==> src/rtl/clk_div_pkg.sv <==
// Shared constants and helpers for the multi-channel programmable clock divider.
package clk_div_pkg;
  localparam int W_DEF    = 4;
  localparam int DIV_STOP = 0;
  localparam int DIV_BYP  = 1;

  // High-phase length of a D-cycle period: ceil(D/2). Widened so D=2**W-1 cannot wrap.
  function automatic logic [31:0] half_hi(input logic [31:0] d);
    return (d + 32'd1) >> 1;
  endfunction
endpackage

==> src/rtl/clk_divider_multi_if.sv <==
// Divisor request / divided-clock status bundle for clk_divider_multi.
interface clk_divider_multi_if #(
  parameter int NUM_CH = 4,
  parameter int W      = clk_div_pkg::W_DEF
);
  logic [NUM_CH-1:0][W-1:0] div_i;
  logic                     sync_i;
  logic [NUM_CH-1:0]        clk_o;
  logic [NUM_CH-1:0]        tick_o;
  logic [NUM_CH-1:0]        pend_o;

  modport master (output div_i, sync_i, input clk_o, tick_o, pend_o);
  modport slave  (input div_i, sync_i, output clk_o, tick_o, pend_o);
endinterface

==> src/rtl/clk_div_ch.sv <==
// One divider channel: period counter, boundary-only divisor load, and the
// glitch-safe bypass mux feeding clk_in straight through when D=1.
module clk_div_cmux (
  input  logic clk_a,
  input  logic clk_b,
  input  logic sel,
  output logic clk_o
);
  // Stand-in for the library clock-mux cell; keep as its own hierarchy.
  assign clk_o = sel ? clk_b : clk_a;
endmodule

module clk_div_ch
  import clk_div_pkg::*;
#(
  parameter int W = W_DEF
) (
  input  logic         clk_in,
  input  logic         rst_n,
  input  logic [W-1:0] div_i,
  input  logic         sync_i,
  output logic         clk_o,
  output logic         tick_o,
  output logic         pend_o
);
  logic [W-1:0] cnt, div_act, cnt_nxt, div_nxt;
  logic         out_r, tick_r, byp_r, bnd;

  always_comb begin
    bnd     = (div_act <= W'(DIV_BYP)) || sync_i || (cnt == div_act - W'(1));
    div_nxt = bnd ? div_i : div_act;
    cnt_nxt = bnd ? '0 : cnt + W'(1);
  end

  always_ff @(posedge clk_in or negedge rst_n) begin
    if (!rst_n) begin
      cnt     <= '0;
      div_act <= '0;
      out_r   <= 1'b0;
      tick_r  <= 1'b0;
      byp_r   <= 1'b0;
    end else begin
      cnt     <= cnt_nxt;
      div_act <= div_nxt;
      byp_r   <= (div_nxt == W'(DIV_BYP));
      tick_r  <= (div_nxt != W'(DIV_STOP)) && (cnt_nxt == '0);
      // out_r stays high in bypass so leaving bypass never drops a half-cycle.
      if (div_nxt == W'(DIV_STOP))     out_r <= 1'b0;
      else if (div_nxt == W'(DIV_BYP)) out_r <= 1'b1;
      else                             out_r <= (32'(cnt_nxt) < half_hi(32'(div_nxt)));
    end
  end

  assign tick_o = tick_r;
  assign pend_o = (div_i != div_act);

  clk_div_cmux u_cmux (.clk_a(out_r), .clk_b(clk_in), .sel(byp_r), .clk_o(clk_o));
endmodule

==> src/rtl/clk_divider_multi.sv <==
// NUM_CH independent programmable clock dividers sharing clk_in and a common phase-align sync.
module clk_divider_multi
  import clk_div_pkg::*;
#(
  parameter int NUM_CH = 4,
  parameter int W      = W_DEF
) (
  input  logic               clk_in,
  input  logic               rst_n,
  clk_divider_multi_if.slave bus
);
  for (genvar k = 0; k < NUM_CH; k++) begin : g_ch
    clk_div_ch #(.W(W)) u_ch (
      .clk_in (clk_in),
      .rst_n  (rst_n),
      .div_i  (bus.div_i[k]),
      .sync_i (bus.sync_i),
      .clk_o  (bus.clk_o[k]),
      .tick_o (bus.tick_o[k]),
      .pend_o (bus.pend_o[k])
    );
  end
endmodule
==> src/flat_wrapper.sv <==
// flat-port wrapper written by rule: the top's interface ports become plain ports
module clk_divider_multi_flat import clk_div_pkg::*;
#(
  parameter int NUM_CH = 4,
  parameter int W      = W_DEF
)
  (clk_in, rst_n, bus_div_i, bus_sync_i, bus_clk_o, bus_tick_o, bus_pend_o);
  clk_divider_multi_if #(.NUM_CH(NUM_CH), .W(W)) bus_i ();
  input  logic clk_in;
  input  logic rst_n;
  input wire logic [$bits(bus_i.div_i)-1:0] bus_div_i;
  input wire logic [$bits(bus_i.sync_i)-1:0] bus_sync_i;
  output wire logic [$bits(bus_i.clk_o)-1:0] bus_clk_o;
  output wire logic [$bits(bus_i.tick_o)-1:0] bus_tick_o;
  output wire logic [$bits(bus_i.pend_o)-1:0] bus_pend_o;
  assign bus_i.div_i = bus_div_i;
  assign bus_i.sync_i = bus_sync_i;
  assign bus_clk_o = bus_i.clk_o;
  assign bus_tick_o = bus_i.tick_o;
  assign bus_pend_o = bus_i.pend_o;
  clk_divider_multi #(.NUM_CH(NUM_CH), .W(W)) u_core (.clk_in(clk_in), .rst_n(rst_n), .bus(bus_i));
endmodule
==> config.mk <==
export PLATFORM = sky130hd
export DESIGN_NAME = clk_divider_multi_flat
export DESIGN_NICKNAME = d
export VERILOG_FILES = /design/src/rtl/clk_div_pkg.sv /design/src/rtl/clk_divider_multi_if.sv /design/src/rtl/clk_div_ch.sv /design/src/rtl/clk_divider_multi.sv /design/src/flat_wrapper.sv
export SDC_FILE = /design/constraint.sdc
export NUM_CORES = 1
export LEC_CHECK = 0
export ABC_AREA = 0
export BUFFER_PORTS_ARGS = -buffer_cell sky130_fd_sc_hd__buf_2
export CORE_MARGIN = 4
export CORE_UTILIZATION = 50
export DETAILED_ROUTE_END_ITERATION = 8
export PLACE_DENSITY = 0.71
export SYNTH_ARGS = -nofsm -noshare
export SYNTH_HDL_FRONTEND = slang
export SYNTH_HIERARCHICAL = 1
export SYNTH_SLANG_ARGS = --single-unit
==> constraint.sdc <==
create_clock -name clk_in -period 3.3 [get_ports clk_in]
set_input_delay 0.495 -clock clk_in [delete_from_list [all_inputs] [get_ports clk_in]]
set_output_delay 0.495 -clock clk_in [all_outputs]
set_load 0.005 [all_outputs]
; After elaboration in Yosys (flattened, before gate mapping)
; Index checks and enable logic that the tools add are counted.
[classes]
addsub = 12
order_cmp = 8
n_eq_ne = 12
muxes = 20
reduce_logical = 24
[ops]
columns = op, count
row1 = $logic_not 4->1, 8
row2 = $mux 4, 8
row3 = $add 4x1->5 const B, 4
row4 = $add 4x1->4 const B, 4
row5 = $eq 4x1->1 const B, 4
row6 = $eq 4x4->1, 4
row7 = $le 4x1->1 const B, 4
row8 = $lt 4x4->1, 4
row9 = $ne 4x4->1, 4
row10 = $reduce_bool 4->1, 4
row11 = $sub 4x1->4 const B, 4
row12 = $mux 1, 12
row13 = $logic_or 1x1->1, 8
row14 = $logic_and 1x1->1, 4
[totals]
register_bits = 44
input_bits = 19
wordCells = 96

; Logic depth before layout (Yosys ltp)
; Gate-level depths: netlist (run 1).
[logic_depth]
depth_word = 8
depth_mapped = 17

; By module
; The synthesis (run 1) kept the hierarchy.
[by_module_without_submodules]
columns = mod, n_inst, cells_per_inst, area_per_inst_um2, seq_area_each_um2
row1 = clk_div_ch, 4, 88, 859.6, 275.3
row2 = clk_div_cmux, 4, 1, 15.0, 0.0

==> impl_metrics.py, run 1 <==
metrics = {
    "status": {
        "status": "completed",
    },
    "floorplanning": {
        "start_util_pct": 51.5,
        "dieWidth_um": 91.6,
        "rows": 30,
        "core_area_sq_um": 6790,
        "fp.dieH_um": 91.6,
        "io_pins": 31,
        "die_area_sq_um": 8400,
    },
    "grt": {
        "grt_remaining_overflow": 0,
        "grt_max_degree": 45,
        "grt_pass1_wl_mm": 12.1,
        "antenna_found_initial": 0,
        "grt_pass1_vias": 2734,
        "grt_use_total_pct": 18.3,
    },
    "logic_synthesis": {
        "synth_compound_area_share_pct": 13.2,
        "synthFlopType": "dfrtp_1",
        "synth_adder_area_share_pct": 12.9,
        "ys_warn_count": 6,
        "yosys-top-cells-area": "dfrtp_1 (31%), ha_1 (13%), xnor2_1 (12%)",
        "synth_most_common_cell": "xnor2_1",
        "ys_types": 33,
        "synth_common_cells": "xnor2_1 (48), dfrtp_1 (44), ha_1 (36), nor2_1 (36), nand3_1 (20)",
        "ys_seq_elements": 44,
        "seq_area_frac_synth_pct": 31.5,
        "synthArstFlopShare_pct": 100,
        "syn_nets": 411,
        "syn_inst": 356,
        "synth.largest_area_cell": "dfrtp_1",
        "synth-edff-count": 0,
        "synth_area_sq_um": 3500,
        "synth_top_family_by_area": "simple AND/OR/NAND/NOR gates",
        "synth.mux.area_fraction_pct": 4.29,
        "post-synth-top-area-fraction_pct": 31.5,
        "avgSynthCellArea_sq_um": 9.83,
        "synthXorXnorAreaFrac_pct": 16.0,
        "synth-simple-area-share_pct": 16.9,
    },
    "drt": {
        "num_vias": 2710,
        "post_drt_via_cell_ratio": 5.39,
        "drc": 0,
        "dr.pass1.iters": 4,
        "drt_iter0_markers": 82,
        "wirelength_mm": 7.61,
        "ant_nets": 0,
        "wl_per_cell_um": 15.1,
    },
    "run": {
        "drv_cap": 0,
    },
    "clock_network": {
        "cts_tree": "yes",
        "clk_pin_slew_ns": 0.09,
        "clk_latency_ns": 0.41,
        "holdBufCountCts": 0,
    },
    "pwr": {
        "p_leak_nw": 1.79,
        "peakVddDrop_v": 0.000484,
        "cellPowerDensity_nw_per_um2": 989,
        "fin_total_pwr_mw": 4.06,
    },
    "cells_and_area": {
        "syn2layout_area_growth_pct": 17.3,
        "multiInputGateArea_sq_um": 2300,
        "fin_nets": 461,
        "drive_above_1_share_pct": 27.8,
        "seqCellArea_sq_um": 1100,
        "diodes": 0,
        "num-fill-cells": 582,
    },
    "timing": {
        "fin_crit_sh_pct": 95.5,
        "drv_slew": 0,
        "skew_ns": 0.00656,
        "hold_viol": 0,
        "fmax_mhz": 317,
        "slew_headroom_pct": 32.8,
        "setup_viol_count_final": 0,
        "worst_pin_slew_ns": 1.01,
        "hold_ws_ns": 0.245,
        "fin_crit_ns": 3.15,
    },
    "hold_path": {
        "hp-class": "primary input to asynchronous set/reset pin",
    },
    "setup_path": {
        "required_ns": 3.61,
        "crit_fanout": 10,
        "path_class": "register to register",
        "end_kind": "register",
        "start_kind": "register",
        "critPathArrivalTime_ns": 3.46,
        "ff2ff_setup_slack_ns": 0.15,
    },
    "placement": {
        "place_congestion": 0.879,
        "hpwl_mm": 5.35,
        "portBuffers": 30,
    },
}
cells by family (layout without fill, tap and decap cells):
| logic type | count (synthesis) | after routing |
|---|---|---|
| compound gates | 60 | 60 |
| xor+xnor | 64 | 64 |
| fa+ha+maj | 36 | 36 |
| buf+inv | 28 | 79 |
| flops | 44 | 44 |
| mux | 12 | 12 |
| simple gates | 112 | 112 |
final timing paths:
check                      cells after the start                                startpoint                                  endpoint
max                                           17  u_core/g_ch[2].u_ch/div_act[1]$_DFF_PN0_       u_core/g_ch[2].u_ch/out_r$_DFF_PN0_
max reg2reg                                   17  u_core/g_ch[2].u_ch/div_act[1]$_DFF_PN0_       u_core/g_ch[2].u_ch/out_r$_DFF_PN0_
min in group clk_in                            2                             bus_div_i[11]  u_core/g_ch[2].u_ch/div_act[3]$_DFF_PN0_
max in group asynchronous                      1                                     rst_n  u_core/g_ch[1].u_ch/div_act[1]$_DFF_PN0_
min                                            1                                     rst_n  u_core/g_ch[3].u_ch/div_act[1]$_DFF_PN0_
min reg2reg                                    1      u_core/g_ch[0].u_ch/cnt[0]$_DFF_PN0_      u_core/g_ch[0].u_ch/cnt[0]$_DFF_PN0_
stage by stage:
| stage | util (%) | TNS [ns] | setup WS, ns | instance area, sq um | instances |
|---|---|---|---|---|---|
| 2_1_floorplan | - | 0 | 0.192 | 3500 | 356 |
| 3_3_place_gp | 55.1 | 0 | 0.152 | 3750 | 480 |
| 3_5_place_dp | 55.1 | 0 | 0.0767 | 3750 | 480 |
| 4_1_cts | 57.5 | 0 | 0.0470 | 3910 | 492 |
| 5_1_grt | 60.4 | -0.0522 | -0.0373 | 4100 | 503 |
| 6_report | 60.4 | 0 | 0.147 | 4100 | 503 |
per-layer routing:
metal  vias up  track usage [%]  part of all wire [%]
li1       1346                -                     -
met5         -                0                     0
met3        19             5.91                   5.3
met4         0             9.30                   2.3
met1      1268             22.3                    44
met2        77             28.8                    48
cells in the final DEF, fill, tap and decap left out, types with 2 or more instances in the layout:
master,count
a41oi_1,4
or2_2,4
o21ai_2,2
o21ai_1,7
ha_2,4
nand4_1,4
nand4b_1,4
xnor2_2,4
xor2_1,16
xnor2_1,44
ha_1,32
and2_1,4
inv_1,11
dfrtp_1,43
a32o_1,4
nand2b_1,4
or3b_1,4
nand3_1,20
buf_4,21
nand2_1,16
a21oi_2,3
nor2b_1,4
a21oi_1,5
buf_2,30
o21ai_0,7
clkbuf_8,9
o22a_2,4
o31ai_1,4
a41o_1,4
o21a_1,8
a21boi_2,4
nor3_1,4
nor2_1,36
mux2_2,8
nor4bb_1,4
mux2_4,4
o31ai_4,3
nor3_2,4
registers in the layout, summed over array words and instances (netlist names):
register                  flops
u_core/g_ch.u_ch/tick_o       4
u_core/g_ch.u_ch/div_act     16
u_core/g_ch.u_ch/byp_r        4
u_core/g_ch.u_ch/out_r        4
u_core/g_ch.u_ch/cnt         16
critical path, stage by stage, from the launching register on:
cell      delay (ns)
dfrtp_1         0.42
inv_1           0.14
ha_1            0.26
xor2_1          0.15
nand2_1         0.11
o31ai_4         0.30
buf_12          0.17
nand2_1         0.07
o21ai_1         0.13
ha_2            0.27
nand3_1         0.10
nor2_1          0.11
a41oi_1         0.07
ha_1            0.32
nand4b_1        0.10
nor2_1          0.10
nor3_1          0.05
o22a_2          0.21
where the power goes:
| part | total (mW) | internal (mW) | switching, mW |
|---|---|---|---|
| logic | 2.40 | 1.20 | 1.20 |
| registers | 1.00 | 0.745 | 0.259 |
| clock network | 0.653 | 0.390 | 0.262 |
what timing repair did:
item                                    in CTS  in global routing
setup buffers                                0                  9
endpoints found under the setup margin       0                  4
resized for setup                            0                 28
hold endpoints to repair                     0                  0
final cells by class:
cell class	instances	area share (%)
Timing Repair Buffer	51	8.66
Sequential cell	44	26.9
Clock inverter	2	0.854
Inverter	12	1.10
Tap cell	96	2.93
Multi-Input combinational cell	284	56.0
Clock buffer	14	3.60
Note: power is estimated with default switching activity, not from simulation.
==> run 2, diff against run 1 <==
- CELL_PAD_IN_SITES_DETAIL_PLACEMENT: default -> 1
- CELL_PAD_IN_SITES_GLOBAL_PLACEMENT: default -> 1
- CORE_UTILIZATION: 50 -> 43
- PLACE_DENSITY: 0.71 -> default
- PLACE_DENSITY_LB_ADDON: default -> 0.1
- SKIP_CTS_REPAIR_TIMING: default -> 1
==> run 2 against run 1 <==
Worst setup slack improved by 0.0086 ns. Hold slack improved by 0.0091 ns. Die area grew 15%. Highest routed layer unchanged. Clock power decreased by 7.0%. Cell count up 4.0%.
==> impl_metrics.py, run 2 (same netlist as run 1, synthesis figures left out) <==
metrics = {
    "status": {
        "status": "completed",
    },
    "floorplanning": {
        "die_area_sq_um": 9640,
        "rows": 32,
        "core_area_sq_um": 7810,
        "io_pins": 31,
        "fp.dieH_um": 98.2,
        "dieWidth_um": 98.2,
        "start_util_pct": 44.8,
    },
    "pwr": {
        "pwr-share-seq_pct": 22.7,
        "peakVddDrop_v": 0.000327,
        "p_leak_nw": 1.84,
        "power_frac_clock_pct": 14.3,
        "cellPowerDensity_nw_per_um2": 1000,
        "intPower_mw": 2.38,
        "switchingPower_mw": 1.87,
        "pwr-share-comb_pct": 63.0,
        "swShare_pct": 44.0,
        "fin_total_pwr_mw": 4.25,
    },
    "setup_path": {
        "end_kind": "register",
        "critPathArrivalTime_ns": 3.44,
        "reg2reg_to": "u_core/g_ch[2].u_ch/out_r$_DFF_PN0_",
        "reg2regPathDepth": 17,
        "path_class": "register to register",
        "crit_fanout": 6,
        "r2r-start": "u_core/g_ch[2].u_ch/div_act[0]$_DFF_PN0_",
        "ff2ff_setup_slack_ns": 0.16,
        "required_ns": 3.60,
        "start_kind": "register",
    },
    "timing": {
        "rsz0062_at_grt": "true",
        "slew_headroom_pct": 30.4,
        "fin_ws_ns": 0.156,
        "finalSetupTns_ns": 0,
        "fin_crit_ns": 3.14,
        "worst_pin_slew_ns": 1.04,
        "fin_crit_sh_pct": 95.3,
        "fmax_mhz": 318,
        "hold_ws_ns": 0.254,
        "hold_viol": 0,
        "skew_ns": 0.00373,
        "drv_slew": 0,
        "setup_viol_count_final": 0,
    },
    "cells_and_area": {
        "drive_above_1_share_pct": 32.8,
        "stdcell_count": 523,
        "final_common_cell": "xnor2_1",
        "top_regs": "u_core/g_ch.u_ch/cnt x16, u_core/g_ch.u_ch/div_act x16",
        "fin_nets": 475,
        "num-fill-cells": 878,
        "multiInputGateArea_sq_um": 2350,
        "stdcell_area_sq_um": 4230,
        "final_core_util_pct": 54.2,
        "syn2layout_area_growth_pct": 21.0,
        "layout_common_cells": "xnor2_1 (45), dfrtp_1 (43), nor2_1 (36), buf_4 (34), ha_1 (32)",
        "diodes": 0,
        "seqCellArea_sq_um": 1100,
    },
    "drt": {
        "wl_met3_um": 307,
        "drt_iter0_markers": 57,
        "wirelength_mm": 9.14,
        "dr.pass1.iters": 4,
        "dr_wl_met2_mm": 4.67,
        "num_vias": 2846,
        "post_drt_via_cell_ratio": 5.44,
        "top_layer": "met4",
        "wl_per_cell_um": 17.5,
        "met1Wirelength_mm": 3.94,
        "ant_nets": 0,
        "drc": 0,
    },
    "clock_network": {
        "clk_latency_ns": 0.40,
        "cts_tree": "yes",
        "clk_pin_slew_ns": 0.09,
    },
    "grt": {
        "grt_remaining_overflow": 0,
        "grt_pass1_vias": 3074,
        "grt_pass1_wl_mm": 14.5,
        "grt_max_degree": 45,
        "antenna_found_initial": 0,
        "grt_use_total_pct": 18.6,
    },
    "placement": {
        "dpl.cell_count": 494,
        "dp_slack_ns": -0.0398,
        "hpwl_mm": 6.48,
        "portBuffers": 30,
        "place_congestion": 0.830,
        "place_area_sq_um": 3800,
    },
    "hold_path": {
        "hp-class": "primary input to asynchronous set/reset pin",
    },
    "run": {
        "drv_cap": 0,
    },
}
-- run 2: cell types whose count changed in the layout (fill, tap and decap cells not counted), sizes merged --
| cell | previous run | this run |
|---|---|---|
| clkdlybuf4s15 | 1 | 0 |
| clkinvlp | 0 | 2 |
| bufinv | 1 | 0 |
| clkinv | 1 | 0 |
| buf | 53 | 69 |
| clkbuf | 11 | 10 |
-- run 2: how the worst max path moves through the flow --
| stage | end | slack [ns] | startpoint | cells past startpoint |
|---|---|---|---|---|
| after floorplan | u_core/g_ch[0].u_ch/out_r$_DFF_PN0_ | 0.19 | u_core/g_ch[0].u_ch/div_act[0]$_DFF_PN0_ | 17 |
| after global placement | u_core/g_ch[2].u_ch/out_r$_DFF_PN0_ | 0.10 | u_core/g_ch[2].u_ch/div_act[1]$_DFF_PN0_ | 17 |
| after detailed placement | u_core/g_ch[2].u_ch/out_r$_DFF_PN0_ | -0.04 | u_core/g_ch[2].u_ch/div_act[1]$_DFF_PN0_ | 17 |
| after CTS | u_core/g_ch[2].u_ch/out_r$_DFF_PN0_ | -0.06 | u_core/g_ch[2].u_ch/div_act[1]$_DFF_PN0_ | 17 |
| after global routing | u_core/g_ch[0].u_ch/out_r$_DFF_PN0_ | -0.08 | u_core/g_ch[0].u_ch/div_act[0]$_DFF_PN0_ | 16 |
| final | u_core/g_ch[2].u_ch/out_r$_DFF_PN0_ | 0.16 | u_core/g_ch[2].u_ch/div_act[0]$_DFF_PN0_ | 17 |
-- run 2: area by class of cell --
| type | count | share of cell area, % |
|---|---|---|
| clock buffers | 14 | 3.72 |
| multi-input cells | 284 | 55.5 |
| clock inverters | 2 | 0.355 |
| flip-flops and latches | 44 | 26.0 |
| inverters | 12 | 1.06 |
| repair buffers | 65 | 10.3 |
| well taps | 102 | 3.01 |
-- run 2: worst max-delay path: stages, from the launching register on --
cell	delay [ns]
dfrtp_1	0.40
inv_1	0.12
ha_1	0.25
xor2_1	0.16
nand2_1	0.11
o31ai_4	0.31
buf_6	0.17
nand2_1	0.08
o21ai_0	0.13
ha_2	0.27
nand3_1	0.08
nor2_1	0.11
a41oi_1	0.06
ha_1	0.32
nand4b_1	0.10
nor2_1	0.09
nor3_1	0.05
o22a_2	0.22
-- run 2: power by group through the flow --
stage	Combinational, mW	Sequential [mW]	Clock [mW]
after floorplan	1.77	0.918	0.0542
final	2.68	0.965	0.607
after CTS	2.30	0.971	0.641
after detailed placement	2.28	0.981	0.0756
after global placement	2.18	0.976	0.0756
after global routing	2.98	0.999	0.668
-- run 2: per-layer routing --
layer,vias up,global-route usage (%)
met4,0,7.77
met1,1400,22.0
met2,53,32.0
met5,-,0
met3,17,4.93
li1,1376,-
